===== src/rtl/ibex_multdiv_issue_pkg.sv =====
// Shared types and constants for the multdiv issue controller.
package ibex_multdiv_issue_pkg;

    typedef enum logic [1:0] {
        MD_OP_MUL  = 2'd0,
        MD_OP_MULH = 2'd1,
        MD_OP_DIV  = 2'd2,
        MD_OP_REM  = 2'd3
    } md_op_e;

    typedef enum logic [1:0] {
        IDLE = 2'd0,
        BUSY = 2'd1,
        RESP = 2'd2
    } issue_state_e;

    // Cycles the unit spends in BUSY for each kind of operation.
    localparam int LAT_MUL  = 3;
    localparam int LAT_MULH = 4;
    localparam int LAT_DIV  = 37;
    localparam int LAT_DIV0 = 2;

    // Multiply-type operators are routed to the multiplier half of the unit.
    function automatic logic is_mult_op(md_op_e op);
        return (op == MD_OP_MUL) || (op == MD_OP_MULH);
    endfunction

endpackage


===== src/rtl/ibex_multdiv_issue_adder.sv =====
// Shared 33-bit adder used by the multdiv unit, with its zero flag.
module ibex_multdiv_issue_adder
    import ibex_multdiv_issue_pkg::*;
(
    input  logic [32:0] operand_a,
    input  logic [32:0] operand_b,
    output logic [33:0] adder_ext,
    output logic [31:0] adder,
    output logic        equal_to_zero
);

    // Operands arrive pre-shifted by the unit, so bit 0 of the sum is dropped.
    always_comb begin
        adder_ext     = {1'b0, operand_a} + {1'b0, operand_b};
        adder         = adder_ext[32:1];
        equal_to_zero = (adder == 32'd0);
    end

endmodule


===== src/rtl/ibex_multdiv_issue.sv =====
// Request/response wrapper around the fast multdiv unit: latches a request,
// drives the unit until it reports a result, then holds that result.
module ibex_multdiv_issue
    import ibex_multdiv_issue_pkg::*;
#(
    parameter int CNT_W = 6
) (
    input  logic             clk_i,
    input  logic             rst_i,

    input  logic             req_valid_i,
    output logic             req_ready_o,
    input  logic [1:0]       req_operator_i,
    input  logic [1:0]       req_signed_mode_i,
    input  logic [31:0]      req_op_a_i,
    input  logic [31:0]      req_op_b_i,
    input  logic             req_data_ind_timing_i,

    output logic             rsp_valid_o,
    input  logic             rsp_ready_i,
    output logic [31:0]      rsp_result_o,
    output logic [CNT_W-1:0] busy_cycles_o,

    output logic             mult_en_o,
    output logic             div_en_o,
    output logic             mult_sel_o,
    output logic             div_sel_o,
    output logic [1:0]       operator_o,
    output logic [1:0]       signed_mode_o,
    output logic [31:0]      op_a_o,
    output logic [31:0]      op_b_o,
    output logic             data_ind_timing_o,

    input  logic [32:0]      alu_operand_a_i,
    input  logic [32:0]      alu_operand_b_i,
    output logic [33:0]      alu_adder_ext_o,
    output logic [31:0]      alu_adder_o,
    output logic             equal_to_zero_o,

    output logic [67:0]      imd_val_q_o,
    input  logic [67:0]      imd_val_d_i,
    input  logic [1:0]       imd_val_we_i,

    output logic             multdiv_ready_id_o,
    input  logic [31:0]      multdiv_result_i,
    input  logic             valid_i
);

    issue_state_e     state_q, state_d;
    md_op_e           operator_q;
    logic [1:0]       signed_mode_q;
    logic [31:0]      op_a_q;
    logic [31:0]      op_b_q;
    logic             data_ind_timing_q;
    logic [31:0]      result_q;
    logic [CNT_W-1:0] busy_q;
    logic [33:0]      imd0_q;
    logic [33:0]      imd1_q;
    logic             accept;

    assign accept = req_valid_i & req_ready_o;

    // State register; reset drops any operation in flight.
    always_ff @(posedge clk_i or posedge rst_i) begin
        if (rst_i) begin
            state_q <= IDLE;
        end else begin
            state_q <= state_d;
        end
    end

    // Next state plus the handshake and unit-control outputs of each state.
    always_comb begin
        state_d            = state_q;
        req_ready_o        = 1'b0;
        rsp_valid_o        = 1'b0;
        mult_en_o          = 1'b0;
        mult_sel_o         = 1'b0;
        div_en_o           = 1'b0;
        div_sel_o          = 1'b0;
        multdiv_ready_id_o = 1'b0;
        case (state_q)
            IDLE: begin
                req_ready_o = 1'b1;
                if (req_valid_i) begin
                    state_d = BUSY;
                end
            end
            BUSY: begin
                multdiv_ready_id_o = 1'b1;
                if (is_mult_op(operator_q)) begin
                    mult_en_o  = 1'b1;
                    mult_sel_o = 1'b1;
                end else begin
                    div_en_o  = 1'b1;
                    div_sel_o = 1'b1;
                end
                if (valid_i) begin
                    state_d = RESP;
                end
            end
            RESP: begin
                rsp_valid_o = 1'b1;
                // A new request can only slip in when the held result leaves.
                req_ready_o = rsp_ready_i;
                if (rsp_ready_i) begin
                    state_d = req_valid_i ? BUSY : IDLE;
                end
            end
            default: begin
                state_d = IDLE;
            end
        endcase
    end

    // Request fields stay frozen from one accept to the next.
    always_ff @(posedge clk_i or posedge rst_i) begin
        if (rst_i) begin
            operator_q        <= MD_OP_MUL;
            signed_mode_q     <= 2'b00;
            op_a_q            <= 32'd0;
            op_b_q            <= 32'd0;
            data_ind_timing_q <= 1'b0;
        end else if (accept) begin
            operator_q        <= md_op_e'(req_operator_i);
            signed_mode_q     <= req_signed_mode_i;
            op_a_q            <= req_op_a_i;
            op_b_q            <= req_op_b_i;
            data_ind_timing_q <= req_data_ind_timing_i;
        end
    end

    // Result is only taken while the unit is actually working for us.
    always_ff @(posedge clk_i or posedge rst_i) begin
        if (rst_i) begin
            result_q <= 32'd0;
        end else if ((state_q == BUSY) && valid_i) begin
            result_q <= multdiv_result_i;
        end
    end

    // Busy-cycle counter restarts on accept and saturates instead of wrapping.
    always_ff @(posedge clk_i or posedge rst_i) begin
        if (rst_i) begin
            busy_q <= '0;
        end else if (accept) begin
            busy_q <= '0;
        end else if ((state_q == BUSY) && (busy_q != '1)) begin
            busy_q <= busy_q + 1'b1;
        end
    end

    // Upper intermediate register, written whenever the unit asks.
    always_ff @(posedge clk_i or posedge rst_i) begin
        if (rst_i) begin
            imd0_q <= 34'd0;
        end else if (imd_val_we_i[0]) begin
            imd0_q <= imd_val_d_i[67:34];
        end
    end

    // Lower intermediate register, independent of the upper one.
    always_ff @(posedge clk_i or posedge rst_i) begin
        if (rst_i) begin
            imd1_q <= 34'd0;
        end else if (imd_val_we_i[1]) begin
            imd1_q <= imd_val_d_i[33:0];
        end
    end

    ibex_multdiv_issue_adder u_adder (
        .operand_a     (alu_operand_a_i),
        .operand_b     (alu_operand_b_i),
        .adder_ext     (alu_adder_ext_o),
        .adder         (alu_adder_o),
        .equal_to_zero (equal_to_zero_o)
    );

    assign rsp_result_o      = result_q;
    assign busy_cycles_o     = busy_q;
    assign operator_o        = operator_q;
    assign signed_mode_o     = signed_mode_q;
    assign op_a_o            = op_a_q;
    assign op_b_o            = op_b_q;
    assign data_ind_timing_o = data_ind_timing_q;
    assign imd_val_q_o       = {imd0_q, imd1_q};

endmodule


===== config.mk =====
export PLATFORM = sky130hd
export DESIGN_NAME = ibex_multdiv_issue
export DESIGN_NICKNAME = d
export VERILOG_FILES = /design/src/rtl/ibex_multdiv_issue_pkg.sv /design/src/rtl/ibex_multdiv_issue_adder.sv /design/src/rtl/ibex_multdiv_issue.sv
export SDC_FILE = /design/constraint.sdc
export NUM_CORES = 1
export LEC_CHECK = 0
export ABC_AREA = 1
export CORE_AREA = 2 2 192 194
export CTS_CLUSTER_SIZE = 12
export DETAILED_ROUTE_END_ITERATION = 12
export DIE_AREA = 0 0 194 196
export HOLD_SLACK_MARGIN = 0.03
export PLACE_DENSITY = 0.7
export REMOVE_ABC_BUFFERS = 1
export SLEW_MARGIN = 30
export SYNTH_ARGS = -nofsm -noshare
export SYNTH_HDL_FRONTEND = slang
export SYNTH_SLANG_ARGS = --single-unit

===== constraint.sdc =====
create_clock -name clk_i -period 9.9 [get_ports clk_i]
set_input_delay 2.97 -clock clk_i [delete_from_list [all_inputs] [get_ports clk_i]]
set_output_delay 2.97 -clock clk_i [all_outputs]
set_load 0.1 [all_outputs]

==> run summary, run 1 <==
The logs give 4 for the initial antenna violation count and 0.419 for the utilization after layout. The number of different library cells used by synthesis comes to 34. The tightest min-delay check is of the flop to flop type. For the largest net degree at the start of global routing, the log shows 99. The slowest stage of the critical path is the sky130_fd_sc_hd__clkdlybuf4s50_1 cell. In this run, CTS created clock tree buffers numbering 17. The tools report the root cell of the clock tree as sky130_fd_sc_hd__clkbuf_16. Counting flops with a built-in enable in the synthesized netlist gives 0.

Half-perimeter wire length of the detailed placement result: 29600 µm. Sorting the synthesized cells by area gives the leading types as sky130_fd_sc_hd__dfrtp_1, sky130_fd_sc_hd__nand2_1, sky130_fd_sc_hd__mux2_2. Counting flops and latches in the post-synthesis netlist gives 177. The most used flip-flop cell after synthesis is sky130_fd_sc_hd__dfrtp_1.

Layout overhead on the synthesized area: 56.9%. The detailed-routing iteration count for the pre-antenna-repair pass is 5. sky130_fd_sc_hd__nand2_1 is the most common cell in the netlist. Gates resized during post-CTS repair numbered 0. From bottom edge to top edge, the die measures 196 µm.

The final max-slew violation count is 0, and the effective utilization at floorplan is 0.267. The logs give 0 for the total of max-cap violations and 2 for the maximum clock insertion buffer count. The worst setup path is launched from a primary input. Area of the core region: 0.0361 mm². Port buffering added 490 buffers. Setup violations remaining at the end of the flow were counted as 0. The maximum fanout count along the critical path was 4; the required time of the critical path was 6.93 ns. The post-route clock skew was 0.00830 ns; the leakage power of the design was 7.36 nW.

In this design, the critical path's most frequently occurring cell is sky130_fd_sc_hd__nand2_1. The logs give 0.190 for the overall track demand over capacity in global routing and 9289 for the number of vias in the routed layout. The post-detailed-route DRC marker count is 0, and the critical path buffer and inverter count is 5. The post-synthesis cell area came out at 0.00964 mm². The first global-routing pass estimated 55700 µm of wire. The largest incremental delay on the critical path came out at 0.48 ns. Biggest area consumer among synthesized cells: sky130_fd_sc_hd__dfrtp_1.

After filler insertion, the fill cell instance count of the layout stands at 3580. TritonCTS built the clock tree. After synthesis, the most frequently instantiated cells are sky130_fd_sc_hd__nand2_1, sky130_fd_sc_hd__dfrtp_1, sky130_fd_sc_hd__inv_1. The area fraction of the dominant cell type after synthesis was 0.459. Setup repair after global routing left no endpoint under its margin. The via count of the first global-routing pass is 9705, and the power per cell area is 344 mW/mm². The H-tree depth is 4.

The number of hold buffers added after CTS was 0. The run finished with clean final reports. The final critical-path share of the clock period came out at 0.880. The warning count from the yosys run is 0, and the clock transition at the registers of the reported paths is 0.07 ns.

Proportion of register bits with asynchronous set or reset after synthesis: 1.00. The sequential area share after synthesis is 0.459. After detailed routing, the number of vias per cell comes to 4.42. The count of nets left with antenna violations once routing finished came out at 0.

For this run the aggregate overflow at the end of global routing stands at 0. After technology mapping, the gate count stands at 1163. For the worst-case vdd ir drop, the log shows 313 µV. The later-pin clock latency in the skew report is 0.44 ns. Overall power of the completed layout: 5.21 mW. Dividing the synthesized area by the synthesized cell count gives 8.29 µm².

For the pin with the worst max-slew slack, the measured transition is 1.04 ns. The tools report the number of nets in the layout as 1894. The tools report the relative slew slack as 0.302.

The kind of critical path was primary input to output pin. The run gives 0 ns as the final setup TNS. Die area: 0.0380 mm².

Kind of cell adding the most delay to the critical path: simple AND/OR/NAND/NOR gates. After layout, the worst setup slack is 1.19 ns. 491 I/O pins were placed. The final hold violation count is 0. Before CTS, the worst setup slack after placement is 1.24 ns. The weighted congestion reported at the end of routability-driven placement came out at 0.954. The maximum frequency from static timing analysis came out at 115 MHz. Share of cells above drive strength 1: 0.146.

The worst setup path is captured at an output pin. In this run the horizontal extent of the chip is 194 µm. The clock period minus final worst setup slack was 8.71 ns; the routed wire length was 36400 µm. The run gives 5.74 ns as the arrival time of data at the critical path endpoint.

Dividing the detail-routed wire length by the instance count gives 17.3 µm. Post-CTS timing repair inserted 0 buffers for setup. Walking the worst path, the cells encountered are clkdlybuf4s50_1 > ha_1 > inv_1 > fa_1 > inv_1 > nand2_1 > nand2_1 > nand2_1 > inv_1 > nand2_1 > nand3_2 > nand2_1 > nand3_1 > nand2_1 > nor2_1 > nand2_1 > nor2_1 > nand2_1 > nor2_2 > buf_4.

The floorplan row count is 70. In this run, the number of DRC markers left after iteration 0 of detailed routing was 430. Counting every sink on the clock net gives 177.
## cell usage in the layout, fill, tap and decap left out, types with 4 or more instances in the layout
cell type	count
sky130_fd_sc_hd__nand2_1	455
sky130_fd_sc_hd__clkdlybuf4s50_1	410
sky130_fd_sc_hd__dfrtp_1	177
sky130_fd_sc_hd__inv_1	134
sky130_fd_sc_hd__mux2_2	100
sky130_fd_sc_hd__nor2_1	59
sky130_fd_sc_hd__buf_4	58
sky130_fd_sc_hd__nand3_1	39
sky130_fd_sc_hd__ha_1	34
sky130_fd_sc_hd__a21oi_1	28
sky130_fd_sc_hd__buf_2	25
sky130_fd_sc_hd__clkbuf_16	17
sky130_fd_sc_hd__nand4_1	12
sky130_fd_sc_hd__o21ai_0	7
sky130_fd_sc_hd__nor2_2	7
sky130_fd_sc_hd__and2_1	6
sky130_fd_sc_hd__xnor2_1	5
sky130_fd_sc_hd__nand2_2	4
sky130_fd_sc_hd__inv_2	4
sky130_fd_sc_hd__nand3_2	4
sky130_fd_sc_hd__o21bai_1	4
sky130_fd_sc_hd__nand3b_1	4
sky130_fd_sc_hd__clkinvlp_4	4
## stage by stage
step	hold slack [ns]	area, µm²	std cells
after global placement	0.460	14700	2066
after detailed placement	0.461	14600	2066
after CTS	0.483	15100	2098
after global routing	0.495	15100	2100
after floorplan	0.476	9280	1103
final	0.479	15100	2101
## per-layer routing
| layer | routed length (µm) | share of wire | GRT usage | up-vias |
|---|---|---|---|---|
| met3 | 3520 | 0.097 | 0.0767 | 65 |
| met1 | 14100 | 0.39 | 0.213 | 4331 |
| li1 | - | - | - | 4523 |
| met2 | 17600 | 0.48 | 0.318 | 368 |
| met4 | 1190 | 0.033 | 0.0873 | 2 |
| met5 | 12 | 0.00033 | 0 | - |
## sequential cells by signal, summed over array words and instances, names as in the netlist
signal,cells
imd1_q,34
rsp_result_o,32
op_b_o,32
state_q,2
imd0_q,34
busy_cycles_o,6
op_a_o,32
operator_o,2
data_ind_timing_o,1
signed_mode_o,2
## layout make-up
| class | count | area [µm²] | area share |
|---|---|---|---|
| clock buffer | 19 | 433 | 0.0286 |
| multi-input combinational | 787 | 4340 | 0.287 |
| inverter | 139 | 529 | 0.0350 |
| timing repair buffer | 495 | 4680 | 0.309 |
| tap | 468 | 586 | 0.0387 |
| clock inverter | 13 | 128 | 0.00844 |
| sequential | 177 | 4430 | 0.293 |
| antenna | 3 | 7.51 | 0.000496 |
## path summary, 6_finish.rpt
path	cells after the start	to	slack, ns	startpoint
min in group asynchronous	2	op_b_o[11]	3.02	rst_i
max reg2reg	8	op_a_o[30]	7.87	state_q[1]
max	20	equal_to_zero_o	1.19	alu_operand_b_i[0]
max in group asynchronous	3	rsp_result_o[26]	5.63	rst_i
min	2	op_b_o[10]	0.48	op_b_o[10]
min reg2reg	2	op_b_o[10]	0.48	op_b_o[10]
## power breakdown
part           switching, mW  internal [mW]  leakage [nW]  total (mW)
registers              0.145          0.959          2.13        1.10
logic                   2.73          0.713          4.96        3.45
clock network          0.306          0.351         0.264       0.658
total                   3.18           2.02          7.36        5.21
## kinds of logic (layout without fill, tap and decap cells)
kind of cell | count (synthesis) | after routing | share of synthesized area
DFF | 177 | 177 | 0.459
muxes | 100 | 100 | 0.117
buffers and inverters | 199 | 666 | 0.0911
xor gates and xnor gates | 7 | 7 | 0.00636
adders and majority gates | 35 | 35 | 0.0462
AOI/OAI and AO/OA | 49 | 49 | 0.0293
and+or+nand+nor | 596 | 596 | 0.251
other | 0 | 3 | 0
## worst reg2reg max path: cells and delay by family (launching register included)
family	cells	cell delay, ns
flops	1	0.36
buf+inv	3	0.93
simple gates	5	0.68
No activity file was read; power rests on OpenSTA's default activity.
==> run 2, diff against run 1 <==
--- a/config.mk
+++ b/config.mk
@@ -10,7 +10,6 @@
 export CTS_CLUSTER_SIZE = 12
 export DETAILED_ROUTE_END_ITERATION = 12
 export DIE_AREA = 0 0 194 196
-export HOLD_SLACK_MARGIN = 0.03
 export PLACE_DENSITY = 0.7
 export REMOVE_ABC_BUFFERS = 1
 export SLEW_MARGIN = 30
==> results of run 2 <==
Final layout, timing and power as in run 1 (identical DEF).
